**config.mk**
```make
export PLATFORM = sky130hd
export DESIGN_NAME = instr_loader
export DESIGN_NICKNAME = d
export VERILOG_FILES = /design/src/rtl/instr_loader_pkg.sv /design/src/rtl/instr_loader.sv
export SDC_FILE = /design/constraint.sdc
export NUM_CORES = 1
export LEC_CHECK = 0
export CORE_ASPECT_RATIO = 2
export CORE_MARGIN = 2
export CORE_UTILIZATION = 54
export CTS_CLUSTER_SIZE = 16
export DETAILED_ROUTE_END_ITERATION = 8
export PLACE_DENSITY = 0.78
export SYNTH_ARGS = -nofsm -noshare
export SYNTH_HDL_FRONTEND = slang
export SYNTH_SLANG_ARGS = --single-unit
```
**constraint.sdc**
```tcl
create_clock -name clk -period 3.52 [get_ports clk]
set_input_delay 0.704 -clock clk [delete_from_list [all_inputs] [get_ports clk]]
set_output_delay 0.704 -clock clk [all_outputs]
set_load 0.02 [all_outputs]
```
**src/rtl/instr_loader_pkg.sv**
```systemverilog
// instr_loader_pkg
//   Shared types and constants for the boot-time instruction loader.
//   - state_t      : loader FSM states
//   - COUNT_BYTES  : number of little-endian word-count bytes leading a frame
//   - word_addr()  : byte address of instruction word <idx> relative to a base
package instr_loader_pkg;

  typedef enum logic [2:0] {
    ST_IDLE   = 3'd0,
    ST_CNT_HI = 3'd1,
    ST_DATA   = 3'd2,
    ST_CHECK  = 3'd3,
    ST_DONE   = 3'd4,
    ST_ERROR  = 3'd5
  } state_t;

  localparam int COUNT_BYTES = 2;

  // Wraps modulo 2^32 by construction of the 32-bit add.
  function automatic logic [31:0] word_addr(input logic [31:0] base,
                                            input logic [29:0] idx);
    return base + {idx, 2'b00};
  endfunction

endpackage

```
**src/rtl/instr_loader.sv**
```systemverilog
// instr_loader
//   Boot-time instruction loader. Accepts a framed byte stream
//   (count_lo, count_hi, 4*N payload bytes, XOR checksum), assembles
//   little-endian 32-bit words and writes them at consecutive word addresses
//   starting at BASE_ADDR. The core is held in reset until a complete,
//   checksum-valid image has been written.
//
// Handshake: a byte transfers on a rising edge where byte_valid & byte_ready.
//   byte_ready is a registered output; it is high in IDLE/CNT_HI/DATA/CHECK
//   and low in DONE/ERROR and during reset. The producer may hold byte_valid
//   low for any number of cycles; lane and word index survive such gaps.
//
// Ports:
//   clk           in   clock, rising edge
//   reset         in   asynchronous active-low reset
//   start         in   pulse; DONE/ERROR -> IDLE for a new load
//   byte_in       in   [7:0] stream byte
//   byte_valid    in   byte_in valid
//   byte_ready    out  loader accepts a byte this cycle
//   instr_in      out  [31:0] assembled instruction word
//   instr_in_addr out  [31:0] byte address for instr_in
//   instr_we      out  one-cycle write strobe
//   core_reset_n  out  active-low core reset, high only in DONE
//   done          out  load complete, checksum good
//   err           out  bad checksum or oversize count
//   dbg_state_o   out  current FSM state (debug/observability)
module instr_loader
  import instr_loader_pkg::*;
#(
  parameter logic [31:0] BASE_ADDR = 32'h0000_0000,
  parameter int          MAX_WORDS = 1024
) (
  input  logic        clk,
  input  logic        reset,
  input  logic        start,
  input  logic [7:0]  byte_in,
  input  logic        byte_valid,
  output logic        byte_ready,
  output logic [31:0] instr_in,
  output logic [31:0] instr_in_addr,
  output logic        instr_we,
  output logic        core_reset_n,
  output logic        done,
  output logic        err,
  output state_t      dbg_state_o
);

  localparam int          IW    = $clog2(MAX_WORDS + 1);
  localparam logic [31:0] MAX_W = 32'(MAX_WORDS);

  state_t                   state_q, state_d;
  logic [8*COUNT_BYTES-1:0] count_q;
  logic [IW-1:0]            idx_q;
  logic [1:0]               lane_q;
  logic [23:0]              word_q;      // lanes 0..2; lane 3 goes straight out
  logic [7:0]               chk_q;
  logic                     byte_ready_q;
  logic [31:0]              instr_q;
  logic [31:0]              addr_q;
  logic                     we_q;
  logic                     core_rst_n_q;
  logic                     done_q;
  logic                     err_q;

  logic        xfer;
  logic [31:0] count_full;
  logic        last_word;

  assign xfer       = byte_valid & byte_ready_q;
  // Full count as it will be once the high byte currently on byte_in lands.
  assign count_full = {16'd0, byte_in, count_q[7:0]};
  assign last_word  = (32'(idx_q) == (32'(count_q) - 32'd1));

  always_comb begin
    state_d = state_q;
    case (state_q)
      ST_IDLE:   if (xfer) state_d = ST_CNT_HI;
      ST_CNT_HI: begin
        if (xfer) begin
          if (count_full > MAX_W)       state_d = ST_ERROR;
          else if (count_full == 32'd0) state_d = ST_CHECK;
          else                          state_d = ST_DATA;
        end
      end
      // Leave DATA on the lane-3 accept of the last word so a checksum byte
      // can transfer in the very next cycle, alongside that word's strobe.
      ST_DATA:   if (xfer && lane_q == 2'd3 && last_word) state_d = ST_CHECK;
      ST_CHECK:  if (xfer) state_d = (byte_in == chk_q) ? ST_DONE : ST_ERROR;
      ST_DONE,
      ST_ERROR:  if (start) state_d = ST_IDLE;
      default:   state_d = ST_IDLE;
    endcase
  end

  always_ff @(posedge clk or negedge reset) begin
    if (!reset) begin
      state_q      <= ST_IDLE;
      count_q      <= '0;
      idx_q        <= '0;
      lane_q       <= 2'd0;
      word_q       <= 24'd0;
      chk_q        <= 8'd0;
      byte_ready_q <= 1'b0;
      instr_q      <= 32'd0;
      addr_q       <= BASE_ADDR;
      we_q         <= 1'b0;
      core_rst_n_q <= 1'b0;
      done_q       <= 1'b0;
      err_q        <= 1'b0;
    end else begin
      state_q <= state_d;
      we_q    <= 1'b0;
      // Status outputs are registered from the next state so they change on
      // the same edge as the state register.
      byte_ready_q <= (state_d == ST_IDLE) || (state_d == ST_CNT_HI) ||
                      (state_d == ST_DATA) || (state_d == ST_CHECK);
      done_q       <= (state_d == ST_DONE);
      err_q        <= (state_d == ST_ERROR);
      core_rst_n_q <= (state_d == ST_DONE);

      case (state_q)
        ST_IDLE: begin
          if (xfer) count_q[7:0] <= byte_in;
        end
        ST_CNT_HI: begin
          if (xfer) begin
            count_q[15:8] <= byte_in;
            idx_q         <= '0;
            lane_q        <= 2'd0;
            chk_q         <= 8'd0;
          end
        end
        ST_DATA: begin
          if (xfer) begin
            chk_q  <= chk_q ^ byte_in;
            lane_q <= lane_q + 2'd1;
            case (lane_q)
              2'd0: word_q[7:0]   <= byte_in;
              2'd1: word_q[15:8]  <= byte_in;
              2'd2: word_q[23:16] <= byte_in;
              default: begin
                instr_q <= {byte_in, word_q};
                addr_q  <= word_addr(BASE_ADDR, 30'(idx_q));
                we_q    <= 1'b1;
                idx_q   <= idx_q + IW'(1);
              end
            endcase
          end
        end
        default: ;
      endcase
    end
  end

  assign byte_ready    = byte_ready_q;
  assign instr_in      = instr_q;
  assign instr_in_addr = addr_q;
  assign instr_we      = we_q;
  assign core_reset_n  = core_rst_n_q;
  assign done          = done_q;
  assign err           = err_q;
  assign dbg_state_o   = state_q;

endmodule
```
-- Yosys cells after proc, flatten, opt, wreduce, memory -nomap -nowiden
Cells that the tools add are included.
- equal/unequal tests: 18
- magnitude comparators: 1
- shift operators: 0
- divide/modulo/power cells: 0
- add/sub/neg operators: 3
- bitwise gates (word level): 3
- muxes and demuxes: 22
- reduce and logical (&&, ||, !) cells: 20
- multipliers: 0
- operators with widths (cell ; count):
    $mux 11 ; 3
    $eq 11x32->1 ; 1
    $logic_not 32->1 ; 1
    $pmux 11 s2 ; 1
    $mux 3 ; 6
    $sub 16x1->17 const B ; 1
    $gt 16x11->1 const B ; 1
    $mux 8 ; 2
    $pmux 8 s2 ; 1
    $pmux 3 s5 ; 1
    $reduce_and 3->1 ; 5
    $eq 3x2->1 const B ; 4
    $eq 3x3->1 const B ; 4
    $add 11x1->11 const B ; 1
    $eq 8x8->1 ; 1
    $xor 8x8->8 ; 1
    $eq 3x1->1 const B ; 2
    $logic_not 3->1 ; 2
    $ne 2x2->1 const B ; 3
    $mux 1 ; 5
    $eq 2x2->1 const B ; 2
    $mux 2 ; 2
    $pmux 2 s2 ; 1
    $reduce_and 2->1 ; 2
    11 further kinds ; 14
- bits in read-only memories: 0
- input port bits: 12
- output and inout port bits: 72
- latch bits: 0
- word-level logic and storage cells: 82
- bits in registers: 111
- memories kept: 0
- memory bits (writable): 0

-- Longest topological paths before layout
Gate-level depths: netlist of the first run.
- word-level depth: 9
- gate-level depth with buffers: 8
- gate-level depth less buffers: 7

-- Worst setup path before layout of the first run
Ideal clock, no wire load.
- path kind: reg-to-reg
- start point: reg count_q[0]
- end point: reg state_q[0] (netlist: dbg_state_o[0])
- library setup time: 0.132 ns
- period minus slack after synthesis: 2.576 ns
- arrival time: 2.444 ns
- data required time: 3.388 ns
- stages on the path, launching flop included: 9
- path slack: 0.944 ns
- buffers on the path: 1
- cell sequence: dfrtp_1 inv_1 ha_1 or4b_1 buf_2 o41a_1 or4_4 a41oi_2 o41ai_1
- word-level cells in the longest chain between the ends: 5
- elaborated cells on any way between the ends: 10
- classes of those cells: 1 x add/sub; 1 x order compare; 1 x eq/ne; 5 x mux; 2 x reduce/logical
- RTL lines (item ; RTL line ; text):
    start, declared ; instr_loader.sv:52 ; logic [8*COUNT_BYTES-1:0] count_q;
    start signal, assigned ; instr_loader.sv:123 ; if (xfer) count_q[7:0] <= byte_in;
    $sub 16x1->17 or $logic_not 32->1 (tied branches) ; instr_loader.sv:72, instr_loader.sv:81 ;
    $eq 11x32->1 or $mux 1 (tied branches) ; instr_loader.sv:72, instr_loader.sv:81 ;
    $logic_and 1x1->1 or $mux 3 (tied branches) ; instr_loader.sv:87, instr_loader.sv:80 ;
    $mux 3 (on tied branches) ; instr_loader.sv:87, instr_loader.sv:79 ;
    $pmux 3 s5 * ; instr_loader.sv:76 ; case (state_q)
    named net state_d[0] ; instr_loader.sv:51 ; state_t state_q, state_d;
    end signal, assigned ; instr_loader.sv:111 ; state_q <= state_d;
    end, declared ; instr_loader.sv:51 ;
The timed path passes the listed nets; every way through them passes the cells marked *.
A chain may end at the register's enable or synchronous reset.

-- Worst setup path after layout of the first run
Ends and elaborated chain as after synthesis.

==> metrics.cfg, run 1 <==
[layout]
diodes = 0
layout-area-overhead-vs-synth_pct = 20.3
instances_no_fill = 648
nets = 530
drive_above_1_share = 0.234

[detailed_routing]
met2WireLength_mm = 6.50
ant_nets = 0
first_pass_iters = 4
wl_met1_mm = 4.34
wl_per_cell_um = 17.9
drc_errors = 0
routed_wl_mm = 11.6
dr.first_iter.drc_count = 228
vias = 3613
met3WireLength_um = 392
top_layer_used = met4
vias_per_cell = 5.58

[die]
core_area_mm2 = 0.00964
die_x_um = 73.8
start_util = 0.546
ioPinCount = 84
die-height_um = 144
die_area_mm2 = 0.0106
rows = 51

[setup_path]
crit_fanout = 6
slowest_delay_ns = 0.52
slowest_stage = or4b_1
startpoint_type = flop
reg2reg_to = dbg_state_o[0]$_DFF_PN0_
path_class = reg2reg
endpoint_kind = flop
rr_startpoint = count_q[0]$_DFFE_PN0P_
r2r_setup_slack_ns = 0.72
cp.arrival_ns = 3.02
worstRegToRegCells = 7
worstPathCellList = inv_1 > ha_1 > or4b_1 > o41a_1 > or4_4 > a41oi_2 > o41ai_1
cp.required_ns = 3.74

[global_routing]
grt_max_degree = 67
antenna_found_initial = 0
grt_overflow = 0
grt_pass1_wl_mm = 18.8
grt_usage = 0.235
first_global_vias = 3683

[yosys]
syn_area_per_cell_um2 = 11.7
post-synth-top-count-cell = dfrtp_1
yosysTopAreaCell = dfrtp_1
synth_top_area_share = 0.528
synth_area_leaders = dfrtp_1, mux2_2, buf_4, o21ai_0, nand2_1
synth_area_mm2 = 0.00526
yosysUniqueCellTypes = 51
synthCells = 449
synth_enable_flop_cells = 0
ys.flop_type = dfrtp_1
synth_common_cells = dfrtp_1, mux2_2, nand2_1
async_reset_ff_frac = 1.00
ys_ff_latch = 111
seq_area_frac_synth = 0.528
yosysWarningCount = 0

[clock_tree]
htreeDepth = 3
ctsHoldBuffers = 0
cts_inserted_buffers = 9
path_clk_slew_ns = 0.07
cts.repair.resized = 0
cts_sinks = 111
tritoncts = yes
post_cts_buffers = 0
cts.path.max_buffers = 2
root_buffer = clkbuf_16
clock_latency_ns = 0.35

[timing]
setup_slack_ns = 0.719
tns_ns = 0
fmax_ghz = 0.357
fin_crit_ns = 2.80
layout_worst_path_cycle_share = 0.796
timing_worst_slew_pin_value_ns = 0.609
final_max_slew_viol_count = 0
slew_headroom = 0.594
finalHoldViolCount = 0
setup_viol = 0
finClkSkew_ns = 0.00655
grt_setup_unrepaired = no

[power]
p_per_area_mw_per_mm2 = 554
irDropWorstVdd_v = 0.000573
pwr-share-seq = 0.460
internal_power_uw = 2410
switching_power_uw = 1100
pwr-share-clk = 0.313
combPwrFrac = 0.227
switching_share = 0.313
p_leak_uw = 0.00290

[place]
place_hpwl_mm = 8.36
dpl.cell_count = 632
portBuffers = 62
globalplace.congestion = 0.980
pre_cts_slack_ns = 0.574

[flow_run]
maxCapViolCount = 0

[min_path]
hold_class = in2async

[run_status]
run_status = finished clean

kinds of logic (layout without fill, tap and decap cells):
family,after synthesis,after routing,synth area share
xor+xnor,26,26,0.0461
mux,82,82,0.175
simple gates,110,110,0.110
compound gates,57,57,0.0687
flops,111,111,0.528
buf+inv,55,102,0.0552
other cells,1,21,0.000713
fa+ha+maj,7,7,0.0166
metrics by stage:
step | power, uW | util | hold slack (ns) | cell area [um2]
2_1_floorplan | 2160 | - | 0.408 | 5340
3_3_place_gp | 2390 | 0.623 | 0.480 | 6010
3_5_place_dp | 2420 | 0.623 | 0.490 | 6010
4_1_cts | 3520 | 0.657 | 0.383 | 6330
5_1_grt | 3680 | 0.657 | 0.405 | 6330
6_report | 3510 | 0.657 | 0.364 | 6330
state kept, by name, summed over array words and instances, names as in the netlist:
signal and cells:
err 1, instr_in 32, instr_we 1, lane_q 2
byte_ready 1, chk_q 8, done 1, word_q 24
dbg_state_o 3, count_q 16, idx_q 11, instr_in_addr 11
worst max path at each step:
stage | from | to | slack (ns)
2_1_floorplan | count_q[0]$_DFFE_PN0P_ | dbg_state_o[0]$_DFF_PN0_ | 0.94
3_3_place_gp | byte_valid | instr_in[18]$_DFFE_PN0P_ | 0.62
3_5_place_dp | byte_valid | instr_in[4]$_DFFE_PN0P_ | 0.57
4_1_cts | count_q[0]$_DFFE_PN0P_ | dbg_state_o[0]$_DFF_PN0_ | 0.68
5_1_grt | count_q[0]$_DFFE_PN0P_ | dbg_state_o[0]$_DFF_PN0_ | 0.62
6_report | count_q[0]$_DFFE_PN0P_ | dbg_state_o[0]$_DFF_PN0_ | 0.72
routing by layer:
layer	track usage	vias to the layer above
met3	0.0407	29
met2	0.412	109
met5	0	-
met4	0.112	0
met1	0.269	1815
li1	-	1660
layout by cell type, fill, tap and decap left out, types with 2 or more instances in the layout:
master,count
nor2b_1,2
clkdlybuf4s50_1,61
and2_1,2
or4_1,4
nor4_1,7
nor4b_1,2
buf_4,16
dfrtp_1,111
inv_1,8
nor3_1,8
bufinv_16,2
conb_1,21
xor2_1,13
mux2_2,81
nor2_1,22
ha_1,7
nand2_1,34
o211ai_1,3
o2111ai_1,5
nand3_1,4
nand4_1,2
clkbuf_16,9
o21ai_0,27
or3_1,9
o41ai_1,2
a21oi_1,11
xnor2_1,12
power groups by stage:
stage	clock network [uW]	registers, uW	logic, uW
after detailed placement	0	1630	782
after floorplan	0	1570	586
after global routing	1170	1640	870
after global placement	0	1630	762
after CTS	1110	1610	794
final	1100	1610	796
final cells by class:
| type | instances | area [um2] |
|---|---|---|
| fill | 731 | 3310 |
| sequential | 111 | 2780 |
| multi-input combinational | 303 | 2280 |
| timing repair buffer | 78 | 751 |
| clock buffer | 10 | 229 |
| tap | 132 | 165 |
| clock inverter | 6 | 92.6 |
| inverter | 8 | 30.0 |
critical path: cells and delay by family (launching register included):
kind	cells	cell delay, ns
and+or+nand+nor	2	1.04
AOI/OAI and AO/OA	3	0.82
DFF	1	0.43
adders and majority gates	1	0.28
buffers and inverters	1	0.10
No activity file was read; power rests on OpenSTA's default activity.
==> inputs of run 2 (changes only) <==
CORE_UTILIZATION = 49   (was 54)
PLACE_DENSITY = 0.75   (was 0.78)
clock period = 2.34 ns   (was 3.52 ns; I/O delays follow)
==> run 2 against run 1 <==
Net effect: the run now ends with setup timing left; power grew 57%; cell count up 6.2%; die area is 9.8% higher.
==> metrics.cfg, run 2 (same netlist as run 1, synthesis figures left out) <==
[timing]
layout_worst_path_cycle_share = 1.05
setup_viol = 3
fin_crit_ns = 2.45
fmax_ghz = 0.408
grt_setup_unrepaired = yes
slew_headroom = 0.604
timing_worst_slew_pin_value_ns = 0.594
setup_slack_ns = -0.113
finClkSkew_ns = 0.00444
final_max_slew_viol_count = 0
finalHoldViolCount = 0
tns_ns = -0.228

[clock_tree]
clock_latency_ns = 0.34
cts_sinks = 111
tritoncts = yes
ctsHoldBuffers = 0
cts_inserted_buffers = 9
htreeDepth = 3
cts.path.max_buffers = 2
root_buffer = clkbuf_16
path_clk_slew_ns = 0.07

[power]
total_power_uw = 5520
pwr-share-seq = 0.431
p_per_area_mw_per_mm2 = 831
pwr-share-clk = 0.268
irDropWorstVdd_v = 0.000564
p_leak_uw = 0.00307
internal_power_uw = 3680
combPwrFrac = 0.301
switching_share = 0.333
switching_power_uw = 1840

[place]
portBuffers = 62
place_hpwl_mm = 9.36
globalplace.congestion = 0.903

[min_path]
hold_class = in2async

[die]
start_util = 0.502
ioPinCount = 84
die_area_mm2 = 0.0116
rows = 53
die_x_um = 77.3
core_area_mm2 = 0.0105
die-height_um = 151

[layout]
diodes = 0
nets = 565
drive_above_1_share = 0.303
largest_register_ffs = 32
layout-area-overhead-vs-synth_pct = 26.3
final_cell_mix = dfrtp_1, mux2_2, clkdlybuf4s50_1, buf_4, nand2_1
final_common_cell = dfrtp_1

[detailed_routing]
first_pass_iters = 5
drc_errors = 0
routed_wl_mm = 12.8
dr.first_iter.drc_count = 191
vias_per_cell = 5.55
vias = 3815
ant_nets = 0
wl_per_cell_um = 18.6

[setup_path]
endpoint_kind = flop
path_class = reg2reg
crit_fanout = 3
crit_family = simple AND/OR/NAND/NOR gates
slowest_delay_ns = 0.55
worstPathCellList = inv_2 > ha_4 > or4b_4 > o41a_1 > or4_4 > a41oi_4 > o41ai_2
crit_buf_inv = 1
cp.required_ns = 2.55
cp.arrival_ns = 2.67
slowest_stage = or4_4
startpoint_type = flop

[global_routing]
grt_pass1_wl_mm = 20.3
first_global_vias = 3986
grt_overflow = 0
grt_usage = 0.227
grt_max_degree = 112
antenna_found_initial = 0

[flow_run]
maxCapViolCount = 0

[run_status]
violations = setup timing
run_status = finished, violations left

run 2: worst paths after layout:
check / startpoint / end / slack [ns] / depth (start not counted)
max in group asynchronous: reset / instr_in[26]$_DFFE_PN0P_ / 1.71 / 2
worst min register to register: word_q[7]$_DFFE_PN0P_ / instr_in[7]$_DFFE_PN0P_ / 0.50 / 1
worst max-delay path: count_q[0]$_DFFE_PN0P_ / dbg_state_o[0]$_DFF_PN0_ / -0.11 / 7
min in group clk: word_q[7]$_DFFE_PN0P_ / instr_in[7]$_DFFE_PN0P_ / 0.50 / 1
worst max register to register: count_q[0]$_DFFE_PN0P_ / dbg_state_o[0]$_DFF_PN0_ / -0.11 / 7
worst min-delay path: reset / dbg_state_o[2]$_DFF_PN0_ / 0.17 / 2
run 2: power groups by stage:
stage	Combinational, uW	Sequential, uW	Clock, uW
2_1_floorplan	886	2370	0
3_3_place_gp	1470	2370	0
3_5_place_dp	1500	2380	0
4_1_cts	1600	2360	1510
5_1_grt	1790	2400	1590
6_report	1660	2380	1480
run 2: layer usage:
metal,GRT usage,wire (um)
met1,0.236,4550
met2,0.413,7070
met5,0,0
met4,0.163,816
met3,0.0282,381
run 2: cell type report:
type | count | area, um2
flip-flops and latches | 111 | 2780
multi-input cells | 303 | 2350
fillers | 835 | 3830
clock buffers | 9 | 225
repair buffers | 113 | 1020
clock inverters | 7 | 65.1
well taps | 137 | 171
inverters | 8 | 30.0
run 2: worst reg2reg max path, cell delays in order (launching register included):
cell	delay (ns)
dfrtp_1	0.40
inv_2	0.09
ha_4	0.13
or4b_4	0.47
o41a_1	0.34
or4_4	0.55
a41oi_4	0.21
o41ai_2	0.13
run 2: what timing repair did:
action                     4_1_cts  5_1_grt
hold endpoints to repair         0        0
gates resized for setup          6        8
cloned                           0        0
setup endpoints to repair        3        3
pin swaps                        4        4
setup buffers                    3        1
run 2: metrics by stage:
step	worst slack, ns	utilization	cell area (um2)	hold slack (ns)	cells
floorplan	-0.183	-	5340	0.172	469
global placement	-0.227	0.596	6250	0.481	668
detailed placement	-0.230	0.596	6250	0.488	668
CTS	-0.151	0.629	6590	0.216	687
global route	-0.184	0.634	6650	0.207	688
finish	-0.113	0.634	6650	0.168	688
==> inputs of run 3 (changes only) <==
CTS_CLUSTER_DIAMETER = 40   (was unset)
REMOVE_ABC_BUFFERS = 1   (was unset)
==> run 3 against run 2 <==
Net effect: the run still ends with setup timing left; flip-flop and latch count is the same; worst setup slack gained 0.028 ns; clock skew grew 0.0056 ns; power is essentially flat; critical path depth is the same; non-clock buffer count shrank 4; register-to-register slack gained 0.03 ns; utilization shrank 0.30 points; combinational power shrank 5%; die area is the same.
==> metrics.cfg, run 3 (same netlist as run 1, synthesis figures left out) <==
[layout]
layout-area-overhead-vs-synth_pct = 25.7
nFillCells = 855
drive_above_1_share = 0.291
diodes = 0
final_area_mm2 = 0.00661
ff_latch_area_mm2 = 0.00278
largest_register_ffs = 32
nets = 561
final_common_cell = dfrtp_1
multi_input_area_mm2 = 0.00233
final_cell_mix = dfrtp_1, mux2_2, clkdlybuf4s50_1, buf_4, nand2_1

[setup_path]
slowest_stage = or4_4
crit_family = simple AND/OR/NAND/NOR gates
endpoint_kind = flop
slowest_delay_ns = 0.56
cp.required_ns = 2.56
path_class = reg2reg
worstPathCellList = inv_2 > ha_4 > or4b_4 > o41a_1 > or4_4 > a41oi_4 > o41ai_2
startpoint_type = flop
crit_fanout = 3
cp.arrival_ns = 2.65
crit_buf_inv = 1

[detailed_routing]
drc_errors = 0
ant_nets = 0
wl_per_cell_um = 18.4
vias_per_cell = 5.53
routed_wl_mm = 12.6
vias = 3782
first_pass_iters = 5
dr.first_iter.drc_count = 294

[flow_run]
maxCapViolCount = 0

[clock_tree]
cts.path.max_buffers = 2
htreeDepth = 3
cts_sinks = 111
path_clk_slew_ns = 0.07
cts_inserted_buffers = 9
root_buffer = clkbuf_16
clock_latency_ns = 0.35
tritoncts = yes

[place]
placed_area_mm2 = 0.00625
portBuffers = 62
place_hpwl_mm = 9.44
globalplace.congestion = 0.902

[timing]
setup_slack_ns = -0.0850
tns_ns = -0.190
finalHoldViolCount = 0
slew_headroom = 0.586
finClkSkew_ns = 0.0100
fin_crit_ns = 2.43
setup_viol = 3
fmax_ghz = 0.412
grt_setup_unrepaired = yes
timing_worst_slew_pin_value_ns = 0.621
layout_worst_path_cycle_share = 1.04
final_max_slew_viol_count = 0

[die]
start_util = 0.502
ioPinCount = 84
die_x_um = 77.3
die-height_um = 151
die_area_mm2 = 0.0116
rows = 53
core_area_mm2 = 0.0105

[global_routing]
first_global_vias = 3912
antenna_found_initial = 0
grt_pass1_wl_mm = 20.0
grt_max_degree = 45
grt_overflow = 0
grt_usage = 0.226

[run_status]
run_status = finished, violations left
violations = setup timing

[power]
irDropWorstVdd_v = 0.000598
p_per_area_mw_per_mm2 = 834
p_leak_uw = 0.00305

[min_path]
hold_class = in2async

-- run 3: final cells by class --
cell class              instances  area share
multi-input cells             303       0.352
clock buffers                  10      0.0346
well taps                     137      0.0259
repair buffers                109       0.151
clock inverters                 6      0.0121
inverters                       8     0.00454
flip-flops and latches        111       0.420
-- run 3: repair_timing --
action                     4_1_cts  5_1_grt
resized for setup                8        1
buffers inserted                 0        1
pin swaps                        3        0
hold buffers                     0        0
setup endpoints to repair        3        3
-- run 3: routing by layer --
layer | share of wire | track usage | vias up
li1 | - | - | 1733
met1 | 0.34 | 0.219 | 1884
met2 | 0.58 | 0.437 | 125
met3 | 0.041 | 0.0372 | 40
met4 | 0.046 | 0.132 | 0
met5 | 0 | 0 | -
-- run 3: path summary, 6_finish.rpt --
path                                         from                        to  slack (ns)  depth (start not counted)
min in group clk             chk_q[7]$_DFFE_PN0P_      chk_q[7]$_DFFE_PN0P_        0.50                          1
setup / recovery           count_q[0]$_DFFE_PN0P_  dbg_state_o[0]$_DFF_PN0_       -0.09                          7
hold reg to reg              chk_q[7]$_DFFE_PN0P_      chk_q[7]$_DFFE_PN0P_        0.50                          1
setup reg to reg           count_q[0]$_DFFE_PN0P_  dbg_state_o[0]$_DFF_PN0_       -0.09                          7
max in group asynchronous                   reset     word_q[0]$_DFFE_PN0P_        1.60                          2
hold / removal                              reset      chk_q[0]$_DFFE_PN0P_        0.13                          1
-- run 3: where the power goes --
group	switching, uW	total [uW]	leakage, uW	internal [uW]
registers	256	2380	0.00151	2120
clock network	714	1560	0.000146	850
logic	817	1580	0.00139	761
total	1790	5520	0.00305	3730
-- run 3: through the flow --
| stage | hold WS, ns | power [uW] | util | setup WS, ns | instances |
|---|---|---|---|---|---|
| 3_3_place_gp | 0.482 | 3810 | 0.597 | -0.182 | 667 |
| 3_5_place_dp | 0.489 | 3880 | 0.597 | -0.239 | 667 |
| 5_1_grt | 0.170 | 5760 | 0.631 | -0.134 | 684 |
| 6_report | 0.128 | 5520 | 0.631 | -0.0850 | 684 |
| 2_1_floorplan | 0.172 | 3160 | - | -2.53 | 422 |
| 4_1_cts | 0.147 | 5510 | 0.630 | -0.0585 | 683 |
